[config.mk]
export PLATFORM = sky130hd
export DESIGN_NAME = cv_ctrl_port
export DESIGN_NICKNAME = d
export VERILOG_FILES = /design/src/rtl/cv_ctrl_port.sv
export SDC_FILE = /design/constraint.sdc
export NUM_CORES = 1
export LEC_CHECK = 0
export CAP_MARGIN = 10
export CORE_ASPECT_RATIO = 1.2
export CORE_UTILIZATION = 49
export DETAILED_ROUTE_END_ITERATION = 16
export GPL_TIMING_DRIVEN = 0
export PLACE_DENSITY_LB_ADDON = 0.05
export SYNTH_ARGS = -nofsm -noshare
export SYNTH_HDL_FRONTEND = slang
export SYNTH_SLANG_ARGS = --single-unit
[constraint.sdc]
create_clock -name clk_i -period 1.9 [get_ports clk_i]
set_input_delay 0.19 -clock clk_i [delete_from_list [all_inputs] [get_ports clk_i]]
set_output_delay 0.19 -clock clk_i [all_outputs]
set_load 0.02 [all_outputs]
[src/rtl/cv_ctrl_port.sv]
// ColecoVision/Adam controller port responder: keypad/joystick byte mux and spinner interrupt.
// Spinner decode, pend/spin_dir state and int_n_o are built only when CV_CTRL_SPINNER_EN is defined.
module cv_ctrl_port (
    input  logic        clk_i,
    input  logic        reset_n_i,
    input  logic        ctrl_en_key_n_i,
    input  logic        ctrl_en_joy_n_i,
    input  logic        ctrl_r_n_i,
    input  logic        a1_i,
    input  logic [5:0]  p1_joy_i,
    input  logic [5:0]  p2_joy_i,
    input  logic [11:0] p1_keys_i,
    input  logic [11:0] p2_keys_i,
    input  logic [1:0]  p1_spin_i,
    input  logic [1:0]  p2_spin_i,
    output logic [7:0]  d_o,
    output logic        int_n_o
);

    logic             r_key_n;
    logic             r_joy_n;
    logic             r_a1;
    logic             r_mode_key;
    logic [1:0][5:0]  r_joy_m;
    logic [1:0][5:0]  r_joy_s;
    logic [1:0][11:0] r_keys_m;
    logic [1:0][11:0] r_keys_s;
    logic [7:0]       r_d;

    logic [5:0]       w_joy;
    logic [11:0]      w_keys;
    logic [3:0]       w_code;
    logic             w_dir;
    logic [7:0]       w_d;

    always_ff @(posedge clk_i or negedge reset_n_i) begin
        if (!reset_n_i) begin
            r_key_n  <= 1'b1;
            r_joy_n  <= 1'b1;
            r_a1     <= 1'b0;
            r_joy_m  <= '0;
            r_joy_s  <= '0;
            r_keys_m <= '0;
            r_keys_s <= '0;
            r_d      <= 8'hFF;
        end else begin
            r_key_n  <= ctrl_en_key_n_i;
            r_joy_n  <= ctrl_en_joy_n_i;
            r_a1     <= a1_i;
            r_joy_m  <= {p2_joy_i, p1_joy_i};
            r_joy_s  <= r_joy_m;
            r_keys_m <= {p2_keys_i, p1_keys_i};
            r_keys_s <= r_keys_m;
            r_d      <= w_d;
        end
    end

    // Level-sensitive mode select; keypad wins when both strobes are low.
    always_ff @(posedge clk_i or negedge reset_n_i) begin
        if (!reset_n_i) begin
            r_mode_key <= 1'b0;
        end else if (!r_key_n) begin
            r_mode_key <= 1'b1;
        end else if (!r_joy_n) begin
            r_mode_key <= 1'b0;
        end
    end

    always_comb begin
        w_joy  = r_a1 ? r_joy_s[1] : r_joy_s[0];
        w_keys = r_a1 ? r_keys_s[1] : r_keys_s[0];
        // Lowest pressed key index wins.
        casez (w_keys)
            12'b???????????1: w_code = 4'hA;
            12'b??????????10: w_code = 4'hD;
            12'b?????????100: w_code = 4'h7;
            12'b????????1000: w_code = 4'hC;
            12'b???????10000: w_code = 4'h2;
            12'b??????100000: w_code = 4'h3;
            12'b?????1000000: w_code = 4'hE;
            12'b????10000000: w_code = 4'h5;
            12'b???100000000: w_code = 4'h1;
            12'b??1000000000: w_code = 4'hB;
            12'b?10000000000: w_code = 4'h9;
            12'b100000000000: w_code = 4'h6;
            default:          w_code = 4'hF;
        endcase
        if (r_mode_key) begin
            w_d = {1'b1, ~w_joy[5], 2'b11, w_code};
        end else begin
            w_d = {1'b1, ~w_joy[4], 1'b1, w_dir, ~w_joy[3:0]};
        end
    end

    assign d_o = r_d;

`ifdef CV_CTRL_SPINNER_EN
    logic            r_rd_n;
    logic            r_rd_n_prev;
    logic [1:0][1:0] r_spin_m;
    logic [1:0][1:0] r_spin_s;
    logic [1:0]      r_a_prev;
    logic [1:0]      r_pend;
    logic [1:0]      r_dir;
    logic            r_int_n;
    logic [1:0]      w_step;
    logic [1:0]      w_clr;

    always_comb begin
        for (int q = 0; q < 2; q++) begin
            w_step[q] = r_spin_s[q][0] & ~r_a_prev[q];
        end
        w_clr[0] = ~r_rd_n & r_rd_n_prev & ~r_a1;
        w_clr[1] = ~r_rd_n & r_rd_n_prev & r_a1;
    end

    always_ff @(posedge clk_i or negedge reset_n_i) begin
        if (!reset_n_i) begin
            r_rd_n      <= 1'b1;
            r_rd_n_prev <= 1'b1;
            r_spin_m    <= '0;
            r_spin_s    <= '0;
            r_a_prev    <= '0;
            r_pend      <= '0;
            r_dir       <= '0;
            r_int_n     <= 1'b1;
        end else begin
            r_rd_n      <= ctrl_r_n_i;
            r_rd_n_prev <= r_rd_n;
            r_spin_m    <= {p2_spin_i, p1_spin_i};
            r_spin_s    <= r_spin_m;
            r_a_prev    <= {r_spin_s[1][0], r_spin_s[0][0]};
            // A new step outranks a read clear in the same cycle.
            for (int q = 0; q < 2; q++) begin
                if (w_step[q]) begin
                    r_pend[q] <= 1'b1;
                    r_dir[q]  <= r_spin_s[q][1];
                end else if (w_clr[q]) begin
                    r_pend[q] <= 1'b0;
                end
            end
            r_int_n <= ~|r_pend;
        end
    end

    assign w_dir   = r_dir[r_a1];
    assign int_n_o = r_int_n;
`else
    logic w_unused;
    assign w_unused = ^{ctrl_r_n_i, p1_spin_i, p2_spin_i};
    assign w_dir    = 1'b1;
    assign int_n_o  = 1'b1;
`endif

endmodule

==> flow_summary.json <==
{
  "grt_setup_unrepaired": "false",
  "routedWlPerCell_um": 13.8,
  "dr.pass1.iters": 4,
  "grt_pass1_vias": 1451,
  "synthAdderAreaFrac_pct": 0,
  "p_comb_share_pct": 8.0,
  "rows": 28,
  "final_area_sq_mm": 0.00337,
  "core_area_sq_mm": 0.00504,
  "yosys_warnings": 0,
  "rr_startpoint": "r_a1",
  "critPathCaptureType": "flip-flop",
  "worst_slew_pin_slew_ns": 0.931,
  "area_growth_pct": 28.8,
  "syn_avg_cell_area_sq_um": 15.7,
  "p_per_area_mw_per_mm2": 996,
  "finalWirelength_um": 4040,
  "hp-class": "input pin to async pin",
  "cp-start-kind": "flip-flop",
  "setup_viol": 0,
  "dieHeight_um": 82.0,
  "synth_simple_gate_area_share_pct": 7.75,
  "synth-seq-cells": 81,
  "clkPwrFrac_pct": 36.4,
  "drv_slew": 0,
  "vias_per_cell": 5.10,
  "numPlacedInstances": 275,
  "vdd_drop_max_mv": 0.809,
  "nets": 273,
  "sequentialPowerShare_pct": 55.6,
  "ctsHoldBuffers": 0,
  "finalNonFillerCells": 292,
  "reg2reg_depth": 5,
  "max_cap_violations": 0,
  "antenna_left": 0,
  "io_pins": 55,
  "violations": "hold timing",
  "clockBufferDepth": 2,
  "p_sw_mw": 0.729,
  "die_area_sq_mm": 0.00564,
  "synth.area.mux_share_pct": 3.63,
  "min_period_over_period_pct": 95.8,
  "placed_cell_area_sq_mm": 0.00315,
  "io_buffers": 45,
  "tritoncts": "yes",
  "drc": 0,
  "drt_iter0_drc": 98,
  "r2r_slack_ns": 0.08,
  "synth_top_family_by_area": "compound AO/OA/AOI/OAI gates",
  "yosysSeqAreaShare_pct": 77.8,
  "run_status": "finished, violations left",
  "crit_fanout": 10,
  "finClkSkew_ns": 0.00505,
  "insertion_delay_ns": 0.33,
  "cts_made_buffers": 9,
  "required_ns": 2.16,
  "cts_root_buf": "clkbuf_8",
  "grtUsageTotal_pct": 16.3,
  "path_class": "flip-flop to flip-flop",
  "postSynthCellCount": 167,
  "grt_max_degree": 82,
  "clock.fmax_mhz": 550,
  "hold_slack_ns": -0.0164,
  "cts_sinks": 81,
  "start_util_pct": 51.9,
  "relSlewSlack_pct": 37.9,
  "path_clk_slew_ns": 0.08,
  "intPower_mw": 2.63,
  "cts_htree_levels": 3,
  "dp_hpwl_um": 2810,
  "r2r-end": "d_o[2]",
  "diodes": 0,
  "die_w_um": 68.7,
  "antenna_found_initial": 0,
  "ys_types": 45,
  "grt_pass1_wl_um": 6420,
  "period_minus_slack_ns": 1.82,
  "synthXorXnorAreaFrac_pct": 0,
  "switching_share_pct": 21.7,
  "finalHoldViolations": 18,
  "layout-drive-gt1-share_pct": 16.4,
  "num_vias": 1488,
  "overflow": 0,
  "leakagePower_nw": 1.45,
  "cp.arrival_ns": 2.08,
  "synth_area_sq_mm": 0.00262,
  "synth_compound_area_share_pct": 7.94,
  "gp_congestion": 0.863
}
## worst max path at each step
stage	from	endpoint	slack (ns)	depth (start not counted)
after detailed placement	r_a1	d_o[0]	0.05	6
after global placement	reset_n_i	r_joy_m[4]	-1.69	1
after floorplan	r_a1	d_o[2]	0.30	4
final	r_a1	d_o[2]	0.08	5
after global routing	r_a1	d_o[2]	0.007	5
after CTS	r_a1	d_o[0]	0.02	6
## cell usage in the layout, fill, tap and decap left out, types with 2 or more instances in the layout
master and count:
dfrtp_1 74, nor3_1 2, conb_1 4, buf_4 8
a22o_1 2, dfstp_2 7, or3b_1 2, inv_1 6
mux2_2 2, nand3_1 2, clkinvlp_4 2, nand2b_1 2
o2111ai_1 2, a21oi_1 4, or3_1 3, clkbuf_1 2
nand3b_1 2, mux2i_1 5, a31oi_1 2, clkbuf_8 10
or3b_2 2, nand2_1 6, clkdlybuf4s50_1 44, o21ai_0 3
inv_6 2, a22oi_1 2, nor2_1 7
## synth_stat cells, drive strengths merged
cell	count	share of area (%)
dfrtp	74	71
buf	7	1.7
dfstp	7	7.0
nor2	7	1.0
inv	6	0.86
nand2	6	0.86
mux2i	5	1.9
a21oi	4	0.77
or3b	4	1.3
o21ai	3	0.57
or3	3	0.72
a21boi	2	0.57
a22o	2	0.67
a22oi	2	0.57
a31oi	2	0.48
mux2	2	0.86
nand2b	2	0.48
nand3	2	0.38
nand3b	2	0.57
nor3	2	0.38
o2111ai	2	0.67
a211oi	1	0.29
a21o	1	0.29
a221oi	1	0.33
a222oi	1	0.38
a31o	1	0.33
a32o	1	0.38
clkbuf	1	0.14
conb	1	0.14
mux4	1	0.86
nor2b	1	0.24
nor3b	1	0.29
nor4	1	0.24
nor4b	1	0.33
o211ai	1	0.29
o31ai	1	0.29
o32a	1	0.38
o32ai	1	0.33
o41ai	1	0.33
or2	1	0.24
or4	1	0.29
or4b	1	0.38
## worst max-delay path, cell delays in order, from the launching register on
cell and delay (ns):
dfrtp_1 0.42, clkbuf_4 0.21, or4_1 0.56, a21boi_1 0.23
o211ai_1 0.13, a21oi_1 0.19
## state kept, by name (all words and copies together), names as in the netlist
| name | flops |
|---|---|
| d_o | 5 |
| r_a1 | 1 |
| r_joy_m | 12 |
| r_joy_n | 1 |
| r_joy_s | 12 |
| r_key_n | 1 |
| r_keys_m | 24 |
| r_keys_s | 24 |
| r_mode_key | 1 |
## power by group through the flow
| stage | logic, mW | clock network, mW | registers, mW |
|---|---|---|---|
| 6_report | 0.268 | 1.22 | 1.87 |
| 5_1_grt | 0.296 | 1.35 | 1.88 |
| 4_1_cts | 0.270 | 1.26 | 1.87 |
| 3_5_place_dp | 0.269 | 0 | 1.90 |
| 3_3_place_gp | 0.262 | 0 | 1.90 |
| 2_1_floorplan | 0.0943 | 0 | 1.91 |
## timing repair
action / CTS / global route
endpoints found under the hold margin: 0 / 0
setup endpoints to repair: 0 / 3
buffers inserted: 0 / 1
resized for setup: 0 / 5
## routing by layer
layer | part of all wire [%] | global-route usage (%)
met1 | 41 | 20.1
met5 | 0 | 0
met3 | 4.9 | 4.58
met2 | 52 | 25.9
met4 | 2.0 | 8.78
## layout make-up
class                      instances  area (sq um)
inverter                           6          22.5
buffer                             8          56.3
sequential                        81          2040
clock inverter                     5          62.6
tap                               60          75.1
timing repair buffer              46           455
multi-input combinational         75           520
clock buffer                      11           141
fill                             377          1680
## per-stage QoR
stage	setup slack (ns)	power (mW)	setup TNS, ns	util (%)
2_1_floorplan	0.297	2.00	0	-
3_3_place_gp	-1.69	2.16	-131.28	62.5
3_5_place_dp	0.0480	2.17	0	62.5
4_1_cts	0.0212	3.40	0	66.5
5_1_grt	0.00729	3.53	0	66.8
6_report	0.0803	3.36	0	66.8
## cell families (layout without fill, tap and decap cells)
group           after synthesis  count (layout)
buf+inv                      14              76
simple gates                 35              35
flops                        81              81
other cells                   1               4
mux                           8               8
compound gates               28              28
Note: power is estimated with default switching activity, not from simulation.
